==> src/rtl/sram_rw_ctrl_256x4w_pkg.sv <==
// Shared constants and FSM state type for the 256-set x 4-way SRAM controller.
//   SETS/WAYS/WAY_BITS : array geometry of the single-port macro
//   ADDR_W/DATA_W      : derived address and full-row data widths
//   ctrl_state_e       : controller FSM states
package sram_rw_ctrl_256x4w_pkg;

  localparam int SETS     = 256;
  localparam int WAYS     = 4;
  localparam int WAY_BITS = 43;
  localparam int ADDR_W   = 8;
  localparam int DATA_W   = WAYS * WAY_BITS;

  typedef enum logic {
    INIT = 1'b0,
    RUN  = 1'b1
  } ctrl_state_e;

endpackage

==> src/rtl/sram_rw_ctrl_256x4w_sweeper.sv <==
// Post-reset clear sweep counter for the SRAM controller.
//   clock, reset : sole clock, synchronous active-high reset
//   init_cnt     : set index being cleared this cycle
//   init_last    : high on the cycle the final set is cleared
//   init_done    : registered; high once every set has been cleared
module sram_init_sweeper
  import sram_rw_ctrl_256x4w_pkg::*;
(
  input  logic              clock,
  input  logic              reset,
  output logic [ADDR_W-1:0] init_cnt,
  output logic              init_last,
  output logic              init_done
);

  logic [ADDR_W-1:0] cnt_q;
  logic              done_q;

  assign init_cnt  = cnt_q;
  assign init_last = !done_q && (cnt_q == ADDR_W'(SETS - 1));
  assign init_done = done_q;

  // The counter freezes once done so the sweep runs exactly once per reset.
  always_ff @(posedge clock) begin
    if (reset) begin
      cnt_q  <= '0;
      done_q <= 1'b0;
    end else if (!done_q) begin
      cnt_q <= cnt_q + ADDR_W'(1);
      if (init_last) done_q <= 1'b1;
    end
  end

endmodule

==> src/rtl/sram_rw_ctrl_256x4w.sv <==
// Single-port SRAM controller: clears the array after reset, arbitrates
// read/write requests onto the RW0 port (write wins), and returns read data
// one cycle after the read fires, holding it stable between reads.
//   clock, reset        : sole clock, synchronous active-high reset
//   io_r_req_*          : read request (valid/ready, set index)
//   io_r_resp_*         : read response (valid one cycle after fire, data)
//   io_w_req_*          : write request (valid/ready, set index, data, waymask)
//   io_init_done        : clear sweep finished
//   RW0_*               : single-port macro drive and read data
//
// state | meaning
// ------+------------------------------------------------------------
// INIT  | clearing the array one set per cycle; requests not accepted
// RUN   | normal operation; writes take priority over reads
module sram_rw_ctrl_256x4w
  import sram_rw_ctrl_256x4w_pkg::*;
(
  input  logic              clock,
  input  logic              reset,
  input  logic              io_r_req_valid,
  output logic              io_r_req_ready,
  input  logic [ADDR_W-1:0] io_r_req_bits_setIdx,
  output logic              io_r_resp_valid,
  output logic [DATA_W-1:0] io_r_resp_data,
  input  logic              io_w_req_valid,
  output logic              io_w_req_ready,
  input  logic [ADDR_W-1:0] io_w_req_bits_setIdx,
  input  logic [DATA_W-1:0] io_w_req_bits_data,
  input  logic [WAYS-1:0]   io_w_req_bits_waymask,
  output logic              io_init_done,
  output logic [ADDR_W-1:0] RW0_addr,
  output logic              RW0_en,
  output logic              RW0_wmode,
  output logic [WAYS-1:0]   RW0_wmask,
  output logic [DATA_W-1:0] RW0_wdata,
  input  logic [DATA_W-1:0] RW0_rdata
);

  ctrl_state_e       state_q, state_d;
  logic [ADDR_W-1:0] init_cnt;
  logic              init_last;
  logic              r_fire;
  logic              resp_pending_q;
  logic [DATA_W-1:0] hold_q;

  sram_init_sweeper u_sweeper (
    .clock     (clock),
    .reset     (reset),
    .init_cnt  (init_cnt),
    .init_last (init_last),
    .init_done (io_init_done)
  );

  always_ff @(posedge clock) begin
    if (reset) state_q <= INIT;
    else       state_q <= state_d;
  end

  always_comb begin
    state_d        = state_q;
    io_w_req_ready = 1'b0;
    io_r_req_ready = 1'b0;
    RW0_en         = 1'b0;
    RW0_wmode      = 1'b0;
    RW0_wmask      = '0;
    RW0_wdata      = '0;
    RW0_addr       = '0;
    unique case (state_q)
      INIT: begin
        RW0_en    = 1'b1;
        RW0_wmode = 1'b1;
        RW0_wmask = '1;
        RW0_addr  = init_cnt;
        if (init_last) state_d = RUN;
      end
      RUN: begin
        io_w_req_ready = 1'b1;
        io_r_req_ready = !io_w_req_valid;
        if (io_w_req_valid) begin
          // A zero waymask still occupies the port and blocks the read.
          RW0_en    = 1'b1;
          RW0_wmode = 1'b1;
          RW0_wmask = io_w_req_bits_waymask;
          RW0_wdata = io_w_req_bits_data;
          RW0_addr  = io_w_req_bits_setIdx;
        end else if (io_r_req_valid) begin
          RW0_en   = 1'b1;
          RW0_addr = io_r_req_bits_setIdx;
        end
      end
      default: state_d = INIT;
    endcase
  end

  assign r_fire = io_r_req_valid && io_r_req_ready;

  always_ff @(posedge clock) begin
    if (reset) begin
      resp_pending_q <= 1'b0;
      hold_q         <= '0;
    end else begin
      resp_pending_q <= r_fire;
      if (resp_pending_q) hold_q <= RW0_rdata;
    end
  end

  // Macro rdata is only meaningful the cycle after a read; otherwise replay
  // the last captured response so consumers never see garbage.
  assign io_r_resp_valid = resp_pending_q;
  assign io_r_resp_data  = resp_pending_q ? RW0_rdata : hold_q;

endmodule

==> config.mk <==
export PLATFORM = sky130hd
export DESIGN_NAME = sram_rw_ctrl_256x4w
export DESIGN_NICKNAME = d
export VERILOG_FILES = /design/src/rtl/sram_rw_ctrl_256x4w_pkg.sv /design/src/rtl/sram_rw_ctrl_256x4w_sweeper.sv /design/src/rtl/sram_rw_ctrl_256x4w.sv
export SDC_FILE = /design/constraint.sdc
export NUM_CORES = 1
export LEC_CHECK = 0
export ABC_AREA = 0
export BUFFER_PORTS_ARGS = -buffer_cell sky130_fd_sc_hd__buf_2
export CAP_MARGIN = 5
export CORE_AREA = 2 2 288 290
export DETAILED_ROUTE_END_ITERATION = 10
export DIE_AREA = 0 0 290 292
export PLACE_DENSITY = 0.31
export SYNTH_ARGS = -nofsm -noshare
export SYNTH_HDL_FRONTEND = slang
export SYNTH_SLANG_ARGS = --single-unit
==> constraint.sdc <==
create_clock -name clock -period 1.4 [get_ports clock]
set_input_delay 0.28 -clock clock [delete_from_list [all_inputs] [get_ports clock]]
set_output_delay 0.28 -clock clock [all_outputs]
set_load 0.03 [all_outputs]
[Word-level counts from Yosys, hierarchy flattened]
Cells that the tools add are included.
Storage, ports and cells
  register bits: 183
Cells by class
  muxes and demuxes: 18
  add/sub/neg operators: 1
  reductions and logical operators: 4
  bitwise gates (word level): 1
  equal/unequal tests: 1
Operators by type and width (count)
  two-way mux 172 bit: 3
  two-way mux 8 bit: 2
  one-hot mux 8 bit (2 select lines): 1
  adder 8 x 1 -> 8 bit, second input constant: 1
  == test 8 bit, second input constant: 1
  two-way mux 1 bit: 8
  one-hot mux 4 bit (2 select lines): 1
  two-way mux 4 bit: 1
  one-hot mux 1 bit (2 select lines): 2
  logical AND 1 bit: 2
  zero test 1 bit: 2
  NOT 1 bit: 1

[Longest topological paths before layout]
  depth after elaboration: 4
  gate-level depth with buffers: 5
  mapped depth without buffers: 4

[By module]
From an unflattened synthesis, not the netlist that was laid out.
Unflattened totals
  cell total of the unflattened synthesis: 861
  area, all modules: 8904.8 um^2
Modules (own cells, without submodules)
  sram_rw_ctrl_256x4w: cells each 817, area an instance 8495.6 um^2, seq. area each 3483.3 um^2, times used 1
  sram_init_sweeper: cells each 44, area an instance 409.1 um^2, seq. area each 180.2 um^2, times used 1

[Worst setup path after synthesis]
No wires, ideal clock.
  path kind: reg2out
  start point: register state_q
  end point: output RW0_addr[0]
  stages on the path, launching flop included: 5
  data arrival time: 1607 ps
  path slack: -487 ps
  cell sequence: dfxtp_1 > buf_2 > clkbuf_1 > nor2_1 > a21oi_1
Between the ends
  longest elaborated chain between the ends: 2
Ends and longest elaborated chain
  from (decl): line sram_rw_ctrl_256x4w.sv:39  | ctrl_state_e state_q, state_d;
  from (signal assigned): line sram_rw_ctrl_256x4w.sv:56  | else state_q <= state_d;
  NOT 1 bit
  one-hot mux 8 bit (2 select lines) *: line sram_rw_ctrl_256x4w.sv:68  | unique case (state_q)
  to (decl): line sram_rw_ctrl_256x4w.sv:31  | output logic [ADDR_W-1:0] RW0_addr,
Every way passes the cells marked *; elsewhere a longest branch is shown, timed or not.

[Worst setup path in the final report]
  start point: register resp_pending_q (netlist: io_r_resp_valid)
  end point: output io_r_resp_data[60]
Between the ends
  longest elaborated chain between the ends: 1
Ends and longest elaborated chain
  from (decl): line sram_rw_ctrl_256x4w.sv:43  | logic resp_pending_q;
  from (signal assigned): line sram_rw_ctrl_256x4w.sv:102  | resp_pending_q <= r_fire;
  two-way mux 172 bit
  to (decl): line sram_rw_ctrl_256x4w.sv:24  | output logic [DATA_W-1:0] io_r_resp_data,
Every way passes these cells.

==> flow_summary.ini <==
[timing]
max-slew-margin-rel = 0.680
min_period_over_period = 1.49
rsz0062_at_grt = true
tightest_slew_ns = 0.480
post-route-worst-setup-slack_ns = -0.684
final.min_clock_period_ns = 2.08
finalHoldViolations = 0
worst_hold_slack_ns = 0.142
setup_viol = 365
fin_worst_skew_ns = 0.0125
fmax_mhz = 480
maxSlewViolCount = 0

[outcome]
outcome = finished with violations
failed_checks = setup timing

[global_route]
grt-ovfl-total = 0
grt_pass1_wl_mm = 63.2
grt_pass1_vias = 9346
track_usage = 0.100
grt_max_degree = 49
antenna_found_initial = 16

[setup_path]
criticalPathCategory = flop to output pin
cp_data_arrival_time_ns = 1.80
reg2reg_depth = 7
critical_path.max_stage_delay_ns = 0.37
setup.worst_path.start_class = flop
cp.required_ns = 1.12
crit_chain = buf_12 > buf_16 > mux2_2 > buf_4
cp_slowest_cell = dfxtp_4
crit_start = io_r_resp_valid$_SDFF_PP0_
crit_fanout = 31
endpoint_kind = output pin
r2r-start = state_q$_SDFF_PP0_

[drt]
viasPerCell = 3.42
wl_mm = 45.1
final_antenna_net_count = 0
drcViolationCount = 0
vias = 9214
drt_iter0_drc = 308
avgRoutedWirePerCell_microns = 16.7
dr.pass1.iters = 6

[floorplan]
die_width_microns = 290
fp-row-count = 105
die_y_microns = 292
core_region_area_sq_mm = 0.0816
start_util = 0.109
die_area_sq_mm = 0.0847
io_pins = 730

[pwr]
vdd_ir_drop_max_v = 0.000723
p_leak_nw = 8.42
powerDensity_mw_per_mm2 = 697
finalPower_mw = 11.2

[clocking]
clkSlewWorstSetupHoldPaths_ns = 0.08
cts_tree = yes
cts-htree-levels = 4
root_buffer = clkbuf_16
clockBufferDepth = 2
clk_latency_ns = 0.48
cts_sinks = 183
cts_buffers = 17

[yosys]
yosys_warnings = 0
synth_top_area_frac = 0.413
synthXorXnorAreaFrac = 0.00395
syn_area_per_cell_sq_um = 10.4
async_flop_share = 0
yosys.area.top_type = dfxtp_1
yosysSeqAreaShare = 0.413
syn_area_sq_mm = 0.00886
synthTopCellsByArea = dfxtp_1 41%, mux2_4 14%, nor2b_1 12%
synth_cell_types = 31
synthSimpleGateAreaFrac = 0.265
synth_nets = 1220
synth_top_family_by_area = simple AND/OR/NAND/NOR gates
muxShareOfSynthArea = 0.254
synthAdderAreaFrac = 0.00141
synthCells = 851
synth_edf_count = 0
synth_top_flop_cell = dfxtp_1
synth_compound_area_frac = 0.0169
synth-seq-cells = 183

[hold_path]
hold_class = input pin to flop
holdPathStages = 3
min_from = RW0_rdata[155]

[placed_design]
place_congestion = 0.868
portBuffers = 729
placed_area_sq_mm = 0.0144
dp_hpwl_mm = 35.1

[final_layout]
multi_input_area_sq_mm = 0.00513
layout.nets = 1975
final_cell_area_sq_mm = 0.0161
drive_gt1_frac = 0.733
seq_area_sq_mm = 0.00367
fill_cells = 9127
final_cell_mix = 637 x buf_2, 181 x dfxtp_1, 174 x nor2b_1, 148 x and3_2, 90 x mux2_4
area_growth_pct = 81.5
final_common_cell = buf_2
final_util = 0.197

[flow_run]
cap_violations = 0
area by class of cell:
cell class | count | area share
clock buffers | 18 | 0.0273
inverters | 1 | 0.000389
repair buffers | 819 | 0.332
well taps | 1070 | 0.0832
diodes | 3 | 0.000467
clock inverters | 14 | 0.00972
multi-input cells | 584 | 0.319
flip-flops and latches | 183 | 0.228
per-stage QoR:
step | TNS, ns | instances | worst slack (ns)
2_1_floorplan | -14.41 | 851 | -0.0499
3_3_place_gp | -49.23 | 2632 | -0.351
3_5_place_dp | -52.63 | 2632 | -0.319
4_1_cts | -238.50 | 2674 | -0.791
5_1_grt | -241.03 | 2691 | -0.772
6_report | -209.41 | 2692 | -0.684
registers in the layout (all words and copies together), names as in the netlist:
| name | cells |
|---|---|
| io_r_resp_valid | 1 |
| u_sweeper.init_done | 1 |
| state_q | 1 |
| u_sweeper.init_cnt | 8 |
| hold_q | 172 |
critical path: cells and delay by family, from the launching register on:
family / cells / cell delay (ns)
buffers and inverters: 3 / 0.54
flip-flops: 1 / 0.37
multiplexers: 1 / 0.37
timing repair:
action	in CTS	in global routing
hold buffers	0	0
setup endpoints to repair	426	444
resized for setup	95	133
cloned	5	9
buffers inserted	5	7
report_power, final:
group / total (mW) / switching [mW] / internal [mW]
Sequential: 5.21 / 0.00834 / 5.20
Clock: 5.08 / 2.49 / 2.59
Combinational: 0.925 / 0.429 / 0.497
path summary, 6_finish.rpt:
| kind | to | slack, ns |
|---|---|---|
| worst max-delay path | io_r_resp_data[60] | -0.68 |
| worst min-delay path | hold_q[155]$_SDFF_PP0_ | 0.14 |
| worst max register to register | io_r_resp_valid$_SDFF_PP0_ | -0.12 |
| worst min register to register | u_sweeper.init_cnt[7]$_SDFFE_PP0N_ | 0.53 |
synthesized netlist by cell type (2+ instances only):
master    number
a21oi_1       11
a22oi_1        8
a41oi_1        2
and3_1       172
buf_2         12
buf_6          9
clkbuf_1      60
dfxtp_1      183
mux2_2        92
mux2_4        80
nand2_1       10
nand2b_1       2
nor2_1        15
nor2b_1      174
o21ai_0        2
or3_1          2
xor2_1         3
metal layers:
metal	wire, microns	up-vias	global-route usage
met4	926	12	0.0313
met2	22400	378	0.175
li1	-	4420	-
met5	75	-	0
met3	3420	65	0.0367
met1	18200	4339	0.113
logic make-up after synthesis:
kind of cell	Yosys count
flip-flops	183
multiplexers	173
AO/OA/AOI/OAI	24
adder cells (fa/ha/maj)	1
XOR/XNOR	4
AND/OR/NAND/NOR	382
buffers and inverters	84
(Power assumes the default switching activity.)
